File: src/rtl/step_sequencer.sv
// rtl/step_sequencer.sv - time-step counter feeding the one-hot step decoder
// Latches the instruction word on Run and handles Stall, Last, wrap overrun and Clear.
module step_sequencer #(
    parameter int NSTEPS = 11,
    parameter int IR_W   = 9
) (
    input  logic            Clock,
    input  logic            Resetn,
    input  logic            Run,
    input  logic [IR_W-1:0] Din,
    input  logic            Stall,
    input  logic            Last,
    input  logic            Clear,
    output logic [3:0]      count,
    output logic [IR_W-1:0] IR,
    output logic            Busy,
    output logic            Done,
    output logic            Overrun
);

    typedef enum logic {
        S_IDLE = 1'b0,
        S_RUN  = 1'b1
    } state_t;

    localparam logic [3:0] MAX_STEP = 4'(NSTEPS - 1);

    state_t          state_q;
    logic [3:0]      count_q;
    logic [IR_W-1:0] ir_q;
    logic            busy_q;
    logic            done_q;
    logic            overrun_q;

    always_ff @(posedge Clock or negedge Resetn) begin
        if (!Resetn) begin
            state_q   <= S_IDLE;
            count_q   <= 4'd0;
            ir_q      <= '0;
            busy_q    <= 1'b0;
            done_q    <= 1'b0;
            overrun_q <= 1'b0;
        end else begin
            // Done is a single-cycle pulse; only an accepted Last re-arms it.
            done_q <= 1'b0;
            if (Clear) begin
                state_q   <= S_IDLE;
                count_q   <= 4'd0;
                busy_q    <= 1'b0;
                overrun_q <= 1'b0;
            end else begin
                case (state_q)
                    S_IDLE: begin
                        if (Run) begin
                            ir_q    <= Din;
                            count_q <= 4'd1;
                            state_q <= S_RUN;
                            busy_q  <= 1'b1;
                        end
                    end
                    S_RUN: begin
                        if (!Stall) begin
                            if (Last) begin
                                count_q <= 4'd0;
                                state_q <= S_IDLE;
                                busy_q  <= 1'b0;
                                done_q  <= 1'b1;
                            end else if (count_q == MAX_STEP) begin
                                count_q   <= 4'd0;
                                state_q   <= S_IDLE;
                                busy_q    <= 1'b0;
                                overrun_q <= 1'b1;
                            end else begin
                                count_q <= count_q + 4'd1;
                            end
                        end
                    end
                    default: begin
                        state_q <= S_IDLE;
                        count_q <= 4'd0;
                        busy_q  <= 1'b0;
                    end
                endcase
            end
        end
    end

    assign count   = count_q;
    assign IR      = ir_q;
    assign Busy    = busy_q;
    assign Done    = done_q;
    assign Overrun = overrun_q;

endmodule

File: config.mk
export PLATFORM = sky130hd
export DESIGN_NAME = step_sequencer
export DESIGN_NICKNAME = d
export VERILOG_FILES = /design/src/rtl/step_sequencer.sv
export SDC_FILE = /design/constraint.sdc
export NUM_CORES = 1
export LEC_CHECK = 0
export CORE_MARGIN = 8
export CORE_UTILIZATION = 43
export DETAILED_ROUTE_END_ITERATION = 10
export GPL_ROUTABILITY_DRIVEN = 0
export PLACE_DENSITY = 0.84
export SYNTH_ARGS = -nofsm -noshare
export SYNTH_HDL_FRONTEND = slang
export SYNTH_SLANG_ARGS = --single-unit
File: constraint.sdc
create_clock -name Clock -period 1.46 [get_ports Clock]
set_input_delay 0.146 -clock Clock [delete_from_list [all_inputs] [get_ports Clock]]
set_output_delay 0.146 -clock Clock [all_outputs]
set_load 0.01 [all_outputs]
=== Word-level counts from Yosys, hierarchy flattened ===
Index checks and enable logic that the tools add are counted.

* Register bits: 17
* Input bits: 15
* Output and inout port bits: 16
* Logic and storage cells: 48

* $add $sub $neg: 1
* Equality and inequality tests: 6
* Mux-type cells: 27
* Bitwise operators: 2
* Reduce and logical (&&, ||, !) cells: 6

{| class="wikitable"
|+ Operators by type and width
! operator !! count
|-
| $mux 4 || 5
|-
| $mux 1 || 19
|-
| $pmux 4 s2 || 1
|-
| $ne 3x3->1 const B || 2
|-
| $reduce_and 3->1 || 2
|-
| $add 4x1->4 const B || 1
|-
| $eq 4x4->1 const B || 1
|-
| $ne 2x1->1 const B || 2
|-
| $ne 4x3->1 const B || 1
|-
| $pmux 1 s2 || 2
|-
| $reduce_and 4->1 || 1
|-
| $reduce_bool 2->1 || 2
|-
| $not 1->1 || 2
|-
| $reduce_and 2->1 || 1
|}

=== Longest topological paths before layout ===
Gate-level depths: netlist of the first run.

* Depth after elaboration: 6
* Gate-level depth with buffers: 5

=== Least setup slack after synthesis of the first run ===
No wires, ideal clock.

* Path kind: reg-to-reg
* From: register count_q[0], in the netlist count[0]
* To: register state_q
* Data arrival time: 1.146 ns
* Data required time: 1.334 ns
* Slack: 0.188 ns
* Cell stages (with the launch flop): 5
* Period minus slack after synthesis: 1.272 ns
* Cells stage by stage: dfrtp_1 > inv_1 > ha_1 > nand3b_1 > a221o_1

* Longest elaborated chain between the ends: 6

{| class="wikitable"
|+ RTL lines
! what !! RTL line !! text
|-
| start: declaration || 29 || <nowiki>logic [3:0] count_q;</nowiki>
|-
| start signal: assignment || 74 || <nowiki>count_q <= count_q + 4'd1;</nowiki>
|-
| $eq 4x4->1 || 68 || <nowiki>end else if (count_q == MAX_STEP) begin</nowiki>
|-
| $mux 1 || 68 ||
|-
| $mux 1 || 63 || <nowiki>if (Last) begin</nowiki>
|-
| $mux 1 || 62 || <nowiki>if (!Stall) begin</nowiki>
|-
| $pmux 1 s2 || 52 || <nowiki>case (state_q)</nowiki>
|-
| $mux 1 || 46 || <nowiki>if (Clear) begin</nowiki>
|-
| end signal: assignment || 47 || <nowiki>state_q <= S_IDLE;</nowiki>
|-
| end signal: assignment || 57 || <nowiki>state_q <= S_RUN;</nowiki>
|-
| end signal: assignment || 65 || <nowiki>state_q <= S_IDLE;</nowiki>
|-
| end: declaration || 28 || <nowiki>state_t state_q;</nowiki>
|}

Every way passes these cells.
A chain may end at the register's enable or synchronous reset.

=== Worst setup path in the final report of the first run ===
* From: register count_q[3], in the netlist count[3]
* To: output port count[3]

{| class="wikitable"
|+ RTL lines
! what !! RTL line !! text
|-
| end: declaration || 14 || <nowiki>output logic [3:0] count,</nowiki>
|}

No word-level cell between the ends.

==> results of run 1 <==
[flip-flops by register name (all words and copies together), names as in the netlist]
| signal | count |
|---|---|
| count | 4 |
| Busy | 1 |
| Done | 1 |
| Overrun | 1 |
| state_q | 1 |
| IR | 9 |
[logic make-up after synthesis]
group,share of synthesized area
and+or+nand+nor,0.1891
DFF,0.5022
AOI/OAI and AO/OA,0.1285
muxes,0.1196
buffers and inverters,0.03101
adders and majority gates,0.02954
[final cells by class]
class	instances	area [µm²]	area share
multi-input combinational	43	400.4	0.3131
timing repair buffer	40	374.1	0.2926
sequential	17	427.9	0.3346
inverter	4	15.01	0.01174
clock buffer	3	22.52	0.01761
clock inverter	1	5.005	0.003914
tap	27	33.78	0.02642
[placed cells by master (no fill, tap or decap), drive strengths merged, types with 2 or more instances in the layout]
cell type / n
clkdlybuf4s50: 29
nor2b: 3
o211ai: 2
nand4: 3
nor3b: 2
nand3b: 2
clkbuf: 3
inv: 4
ha: 2
nor2: 2
dfrtp: 17
mux2: 9
buf: 10
[final timing paths]
kind                       endpoint
max                        count[3]
min                        count[3]
max reg2reg                count[3]
min reg2reg                   IR[3]
max in group asynchronous  count[2]
min in group Clock            IR[2]
[power groups by stage]
| stage | clock [W] | sequential, W | combinational [W] |
|---|---|---|---|
| floorplan | 0 | 0.000621 | 0.000129 |
| finish | 0.000259 | 0.000578 | 0.000389 |
| global route | 0.000287 | 0.000589 | 0.000423 |
| global placement | 0 | 0.000584 | 0.000386 |
| CTS | 0.000269 | 0.000579 | 0.000396 |
| detailed placement | 0 | 0.000590 | 0.000393 |
[stage by stage]
stage          utilization  worst slack (ns)    TNS, ns  instance area (µm²)  power (W)
2_1_floorplan            -            0.1879          0                847.1  0.0007504
3_3_place_gp        0.6388          0.002137          0                 1215  0.0009701
3_5_place_dp        0.6388          -0.06414    -0.1128                 1215  0.0009829
4_1_cts             0.6612          0.001637          0                 1257   0.001244
5_1_grt             0.6724         -0.003038  -0.003038                 1279   0.001300
6_report            0.6724           0.05302          0                 1279   0.001225
[layer usage]
| metal | wire length, µm | part of all wire | vias to the layer above |
|---|---|---|---|
| met3 | 209 | 0.10 | 4 |
| met4 | 19 | 0.0095 | 0 |
| met5 | 0 | 0 | - |
| met1 | 770 | 0.39 | 336 |
| met2 | 996 | 0.50 | 24 |
| li1 | - | - | 330 |
[timing repair]
| action | CTS | global route |
|---|---|---|
| hold buffers | 0 | 0 |
| resized for setup | 2 | 2 |
| buffers inserted | 2 | 2 |
| endpoints found under the setup margin | 3 | 3 |
==> summary.md, run 1 <==
| Metric | Value |
|---|---|
| Post-synth cell types | 32 |
| Post-Syn Area | 847.1 µm² |
| Number of max-cap violations | 0 |
| Largest net degree at the start of global routing | 18 |
| Tmin final | 1.407 ns |
| Power per cell area | 957.9 nW/µm² |
| Slowest library cell on the worst path | clkdlybuf4s50_1 |
| Finish-stage setup viols | 0 |
| Vias in the first global route | 781 |
| Clk network pwr share | 0.211 |
| Clock transition at path regs | 0.11 ns |
| Worst Hold Margin | 0.1631 ns |
| Core ar. | 1902 µm² |
| Drt via density | approximately 5.1 |
| Synth Warn # | 0 |
| Inst Count DP | 127 |
| Total number of vias | 694 |
| M2 GR Usage | 0.2241 |
| Fraction of final layout cells sized beyond drive strength 1 | 0.3056 |
| Met1 GRT Util | 0.1375 |
| Cell with the most instances after synthesis | dfrtp_1 |
| # rows | 16 |
| Worst Setup SP | count[3] |
| Sequential power share | 0.472 |
| Crit path DAT | 1.26 ns |
| Max incr delay on CP | 0.55 ns |
| Post-Route WL | approximately 2 mm |
| Hold Crit Class | in2async |
| Sw Share | 0.2809 |
| CTS Buffer Depth | 2 |
| Highest net fanout along the worst path | 6 |
| Crit-path cells | clkdlybuf4s50_1 |
| Nets | 126 |
| Final Skew | 0.003609 ns |
| DRT antenna net count | 0 |
| Post-synth top cells | dfrtp_1 (17), mux2_2 (9), inv_1 (4), nand4_1 (3), nor2b_1 (3) |
| Path depth of the worst reg2reg path | 5 |
| Initial antenna violation count | 0 |
| Htree depth | 1 |
| Number of synthesized flops with an enable pin | 0 |
| DIE AREA | 3646 µm² |
| Die Span Y | 60.39 µm |
| Post-synth top area share | 0.5022 |
| Final HPWL DP | 1.603 mm |
| # diodes | 0 |
| GR peak layer | met2 |
| Worst VDD drop | 0.7018 mV |
| First drt pass iteration count | 4 |
| Worst skew pair latency | 0.29 ns |
| Clock Root Buffer | clkbuf_4 |
| Top delay family on crit path | buffers and inverters |
| Reg2reg start | count[1] |
| Crit. End Element | primary output |
| Buf+Inv Stages, Crit Path | 1 |
| Asr flop ratio synth | 1.000 |
| Synth Flop Type | dfrtp_1 |
| Met3 GRT Util | 0.05932 |
| Die width | 60.39 µm |
| Ranking of synthesized cells by area | dfrtp_1 (50%), mux2_2 (12%), ha_1 (3.0%), nor2_8 (2.4%), nand4_1 (2.2%) |
| Hold Fails Final Rpt | 0 |
| First-pass GRT wire length | 3.601 mm |
| CTS tree | yes |
| Slew HR | 0.7672 |
| Leak | 0.5495 nW |
| Logic pwr share | 0.317 |
| Overflow left after global routing | 0 |
| Layout Area Growth over Synthesis | 50.96% |
| R2R setup slack | 0.09 ns |
| Tot GR Track Use | 0.1299 |
| Clk sink count | 17 |
| P_sw | 0.0003440 W |
| Crit start category | register |
| Seq/Total Area, Yosys | 0.5022 |
| Seq cells post-synth | 17 |
| Pint | just under 0.0009 W |
| Post-synthesis average cell area | 13.03 µm² |
| Critical Path RT | about 1.3 ns |
| Drt drc | 0 |
| Io pins | 31 |
| Layout Cells excl Fill | around 140 |
| Wire per inst | about 15 µm |
| Worst-Margin Slew | roughly 0.35 ns |
| Initial Util | 0.4454 |
| CP Depth | 1 |
| Drt initial violations | 10 |
| Clock buffer count from CTS | 3 |
| Mapped Cells | 65 |
| Setup Crit Path Kind | reg2out |
| Max Clk Rate | 0.7107 GHz |
| Layout fillers | 144 |
| Yosys top cell by area | dfrtp_1 |
| Final Max Tran Viols | 0 |
| Synthesized Nets | 82 |
| Port buffer count | 30 |
| Final period util | 0.9637 |
| Status | finished, final reports clean |
(Power assumes the default switching activity.)
==> inputs of run 2 (changes only) <==
- CELL_PAD_IN_SITES_DETAIL_PLACEMENT: not set -> 0
- CELL_PAD_IN_SITES_GLOBAL_PLACEMENT: not set -> 1
- CORE_UTILIZATION: 43 -> 33
- HOLD_SLACK_MARGIN: not set -> 0.08
- MAX_ROUTING_LAYER: not set -> met4
- PLACE_DENSITY: 0.84 -> 0.83
==> run 2 against run 1 <==
  * Worst hold slack better by 0.016 ns
  * Critical path depth unchanged
  * Register-to-register slack improved by 0.08 ns
  * Sequential power about the same
  * Utilization is 14 points lower
  * Clock-buffer cell count stayed put
  * Clock skew fell by 0.0029 ns
  * Highest routed layer is now met3
  * First-iteration DRC count rose to 3.8 times the previous value
==> summary.md, run 2 (same netlist as run 1, synthesis figures left out) <==
| Metric | Value |
|---|---|
| Status | finished, final reports clean |
| Nets | 128 (+1.6%) |
| Crit-path cells | clkdlybuf4s50_1 |
| Total number of vias | 682 (-1.7%) |
| # diodes | 0 (unchanged) |
| Initial antenna violation count | 0 (unchanged) |
| # rows | 18 (+2) |
| CTS Buffer Depth | 2 (unchanged) |
| Setup Crit Path Kind | reg2out |
| Wire per inst | 13.97 µm (-5.5%) |
| Max Clk Rate | 0.7074 GHz (-0.48%) |
| Clock buffer count from CTS | 3 (unchanged) |
| Leak | 0.5787 nW (+5.3%) |
| Hold Crit Class | in2async |
| Tmin final | 1.414 ns (+0.006737 ns) |
| Most frequent cells in the layout | clkdlybuf4s50_1 (28), dfrtp_1 (15), buf_4 (12), mux2_2 (9), inv_1 (4) |
| Drt via density | 4.871 (-5.2%) |
| Layout fillers | 216 (+50%) |
| Max incr delay on CP | 0.55 ns (about the same) |
| Tot GR Track Use | 0.09731 (-0.03261) |
| Port buffer count | 30 (unchanged) |
| Htree depth | 1 (unchanged) |
| Layout Cells excl Fill | 140 (+3.7%) |
| Hold Fails Final Rpt | 0 (unchanged) |
| Sw Share | 0.2745 (-0.006378) |
| Drt initial violations | 38 (+28) |
| Vias in the first global route | 753 (-3.6%) |
| Layout Area Growth over Synthesis | 52.88% |
| Final Max Tran Viols | 0 (unchanged) |
| Pint | 0.0008893 W (+0.95%) |
| Crit. End Element | primary output |
| Highest net fanout along the worst path | 7 (+1) |
| Critical Path RT | 1.31 ns (about the same) |
| Fraction of final layout cells sized beyond drive strength 1 | 0.3091 (+0.003535) |
| Drt drc | 0 (unchanged) |
| Clock transition at path regs | 0.10 ns (about the same) |
| Number of flip-flops under the largest register name | 9 (unchanged) |
| Leading cell type in the layout, fill and taps excluded | clkdlybuf4s50_1 |
| P_sw | 0.0003364 W (-2.2%) |
| Largest net degree at the start of global routing | 18 (unchanged) |
| Power per cell area | 946.5 nW/µm² (-1.2%) |
| Slowest library cell on the worst path | clkdlybuf4s50_1 |
| Sequential power share | 0.473 (about the same) |
| CTS tree | yes |
| Core ar. | 2455 µm² (+29%) |
| Post-Route WL | 1.956 mm (-2.0%) |
| Buf+Inv Stages, Crit Path | 1 (unchanged) |
| DIE AREA | 4444 µm² (+22%) |
| Clk sink count | 17 (unchanged) |
| Worst-Margin Slew | 0.3246 ns (-0.02186 ns) |
| Logic pwr share | 0.324 (+0.007) |
| First-pass GRT wire length | 3.374 mm (-6.3%) |
| Inst Count DP | 135 (+6.3%) |
| Final period util | 0.9683 (+0.004614) |
| Crit path DAT | 1.27 ns (about the same) |
| Finish-stage setup viols | 0 (unchanged) |
| First drt pass iteration count | 4 (unchanged) |
| Die width | 66.67 µm (+10%) |
| Worst Hold Margin | 0.1788 ns (+0.01575 ns) |
| Final Skew | 0.0007399 ns (-0.002869 ns) |
| RSZ-0062 raised after global routing | false |
| Top delay family on crit path | buffers and inverters |
| Overflow left after global routing | 0 (unchanged) |
| DRT antenna net count | 0 (unchanged) |
| Io pins | 31 (unchanged) |
| Worst VDD drop | 0.7384 mV (+5.2%) |
| Initial Util | 0.3451 (-0.1003) |
| Final HPWL DP | 1.586 mm (-1.1%) |
| Number of max-cap violations | 0 (unchanged) |
| Crit start category | register |
| Worst skew pair latency | 0.28 ns (about the same) |
| Slew HR | 0.7832 (+0.01600) |
| Die Span Y | 66.67 µm (+10%) |
| Clock Root Buffer | clkbuf_4 |
| Clk network pwr share | 0.202 (-0.009) |
==> run 2: cell count changes in the layout (fill, tap and decap cells not counted) <==
cell             delta
buf_4               +2
o31ai_1             +1
o31ai_2             -1
dlymetal6s2s_1      +1
clkdlybuf4s50_1     -1
==> run 2: path summary, 6_finish.rpt <==
path / startpoint / end / slack, ns / cells past startpoint
setup / recovery: count[2] / count[2] / 0.05 / 1
hold / removal: Resetn / count[2] / 0.18 / 2
setup reg to reg: state_q / IR[3] / 0.17 / 3
hold reg to reg: IR[1] / IR[1] / 0.52 / 1
max in group asynchronous: Resetn / count[1] / 1.08 / 2
min in group Clock: Din[8] / IR[8] / 0.47 / 2
==> run 2: metal layers <==
layer	part of all wire	up-vias	wire [µm]	track usage
met1	0.44	323	857	0.1110
met2	0.44	25	859	0.1470
met3	0.12	0	239	0.04698
li1	-	334	-	-
met5	0	-	0	-
met4	0	0	0	0.02933
==> run 2: layout make-up <==
type                       count  area [µm²]  area share
clock buffer                   3       22.52     0.01739
timing repair buffer          42       391.6      0.3024
clock inverter                 1       5.005    0.003865
tap                           30       37.54     0.02899
multi-input combinational     43       395.4      0.3053
inverter                       4       15.01     0.01159
sequential                    17       427.9      0.3304
==> run 2: repair_timing <==
item,CTS,global route
hold buffers,0,0
endpoints found under the hold margin,0,0
endpoints found under the setup margin,2,2
gates cloned,0,0
buffers inserted,0,1
gates resized for setup,2,2
==> run 2: power groups by stage <==
stage | combinational (W) | sequential [W] | clock [W]
3_5_place_dp | 0.000407 | 0.000591 | 0
6_report | 0.000398 | 0.000580 | 0.000248
5_1_grt | 0.000431 | 0.000589 | 0.000284
2_1_floorplan | 0.000129 | 0.000621 | 0
4_1_cts | 0.000407 | 0.000582 | 0.000258
3_3_place_gp | 0.000404 | 0.000585 | 0
==> run 2: per-stage QoR <==
step | util | setup TNS, ns | worst slack (ns) | area, µm² | total power, W
floorplan | - | 0 | 0.1879 | 847.1 | 0.0007504
global placement | 0.5117 | -0.01461 | -0.009140 | 1256 | 0.0009889
detailed placement | 0.5117 | -0.05975 | -0.02685 | 1256 | 0.0009981
CTS | 0.5229 | 0 | 0.001039 | 1284 | 0.001246
global route | 0.5275 | 0 | 0.003350 | 1295 | 0.001304
finish | 0.5275 | 0 | 0.04628 | 1295 | 0.001226
==> RTL edit (settings of run 1) <==
One comparison of `count_q` changes from == to >=.
--- a/src/rtl/step_sequencer.sv
+++ b/src/rtl/step_sequencer.sv
@@ -66,5 +66,5 @@
                                 busy_q  <= 1'b0;
                                 done_q  <= 1'b1;
-                            end else if (count_q == MAX_STEP) begin
+                            end else if (count_q >= MAX_STEP) begin
                                 count_q   <= 4'd0;
                                 state_q   <= S_IDLE;
Behaviour: same outputs for any inputs over 10 cycles, from zero or initial values and one cycle with Resetn low; that may be too few to reach the edited logic, so the function may still have changed.
==> RTL edit against run 1 <==
Worst setup slack got worse by 35 ps. Wire length rose by 7.0%. Sequential power down 2%. Sequential cell count did not move. Power shrank 4.5%. Die area decreased by 4.8%. Combinational power down 12%. Utilization is 6.6 points higher. Critical path depth up 5. Global-route usage shrank 0.35 points. Sequential share of layout area increased by 0.099 points. Area after synthesis shrank 6.5%. Via count is 2.9% higher. Final area shrank 0.29%.
==> RTL edit: results (changes against run 1) <==
metric	value	unit	change
post-synthesis cell count	66		was 65
Critical Path Max Stage Delay	400	ps	was 550 ps
CP top delay family	flip-flops		was buffers and inverters
Reg2Reg Depth	6		was 5
total CTS buffers	3		unchanged
worst r2r dst	Overrun		was count[3]
largest net degree at the start of global routing	18		unchanged
Detailed Route Iter0 Violations	12		was 10
highest-delay cell along the critical path	dfrtp_1		was clkdlybuf4s50_1
HPWL after DPL	1.665	mm	was 1.603 mm
Met3 Wirelength	222	µm	was 209 µm
Leak	0.5663	nW	was 0.5495 nW
postcts setup bufs	0		was 2
first-pass GRT wire length	3.367	mm	was 3.601 mm
top post-synthesis cells by area	dfrtp_1 54%, mux2_1 13%, a21oi_1 3.2%, ha_1 3.2%, nand2b_1 3.2%		was dfrtp_1 50%, mux2_2 12%, ha_1 3.0%, nor2_8 2.4%, nand4_1 2.2%
met1 WL	912	µm	was 770 µm
reg2reg start	count[0]		was count[1]
CP max FO	4		was 6
mux cell area share after synthesis	12.80	%	was 11.96%
synth cell count leaders	17 x dfrtp_1, 9 x mux2_1, 5 x a21oi_1		was 17 x dfrtp_1, 9 x mux2_2, 4 x inv_1
number of library cell types mapped by synthesis	27		was 32
WL/cell	15.46	µm	was 14.78 µm
vias in the first global route	784		was 781
clk_skew	9.584	ps	was 3.609 ps
Compound-Gate Fraction of Synth Area	10.43	%	was 12.85%
placed insts	134		was 127
Slew @ Worst Pin	337.8	ps	was 346.5 ps
status	completed		unchanged
share of layout cells above drive strength 1	22.12	%	was 30.56%
worst vdd ir	0.7896	mV	was 0.7018 mV
Synth Net Count	83		was 82
total track usage	12.65	%	was 12.99%
Via Count	714		was 694
Layout Cells excl Fill	138		was 135
reg-to-reg slack, setup	20	ps	was 90 ps
DR WL met2	962	µm	was 996 µm
filler cell count	135		was 144
Seq/Total Area, Yosys	53.71	%	was 50.22%
Adder-Cell Fraction of Synth Area	3.160	%	was 2.954%
data arrival time of the critical path	1670	ps	was 1260 ps
worst setup path class	reg -> reg		was reg -> out
## RTL edit: power breakdown
group          total, mW  internal [mW]  switching (mW)
Clock              0.262          0.107           0.155
Combinational      0.342          0.207           0.136
Sequential         0.566          0.533          0.0328
Total               1.17          0.846           0.324
## RTL edit: cell type report
type | instances | area, µm² | share of cell area [%]
sequential | 17 | 427.9 | 33.56
inverter | 4 | 15.01 | 1.178
clock buffer | 4 | 26.28 | 2.061
multi-input combinational | 44 | 366.6 | 28.75
timing repair buffer | 44 | 407.9 | 31.99
tap | 25 | 31.28 | 2.453
## RTL edit: timing repair
| item | 4_1_cts | 5_1_grt |
|---|---|---|
| endpoints found under the setup margin | 4 | 6 |
| gates resized for setup | 2 | 9 |
| pin swaps | 0 | 3 |
| endpoints found under the hold margin | 0 | 0 |
| cloned | 0 | 0 |
## RTL edit: routing by layer
layer	vias to the layer above	global-route usage, %
met3	5	5.217
met4	0	6.485
met1	330	13.61
met5	-	0
li1	339	-
met2	40	20.72
## RTL edit: stage by stage
step,setup WS (ps),hold WS [ps],utilization [%],instance area [µm²]
3_5_place_dp,-80.22,475.1,70.87,1224
5_1_grt,-27.44,192.2,73.84,1275
6_report,17.75,168.6,73.84,1275
2_1_floorplan,48.95,-149.6,-,792.0
4_1_cts,-5.304,180.9,72.25,1247
3_3_place_gp,-33.18,466.0,70.87,1224
## RTL edit: worst reg2reg max path: cells and delay by family (launching register included)
| family | cells | cell delay [ps] |
|---|---|---|
| and+or+nand+nor | 1 | 360 |
| AOI/OAI and AO/OA | 2 | 210 |
| adders and majority gates | 1 | 190 |
| DFF | 1 | 400 |
| buffers and inverters | 2 | 210 |
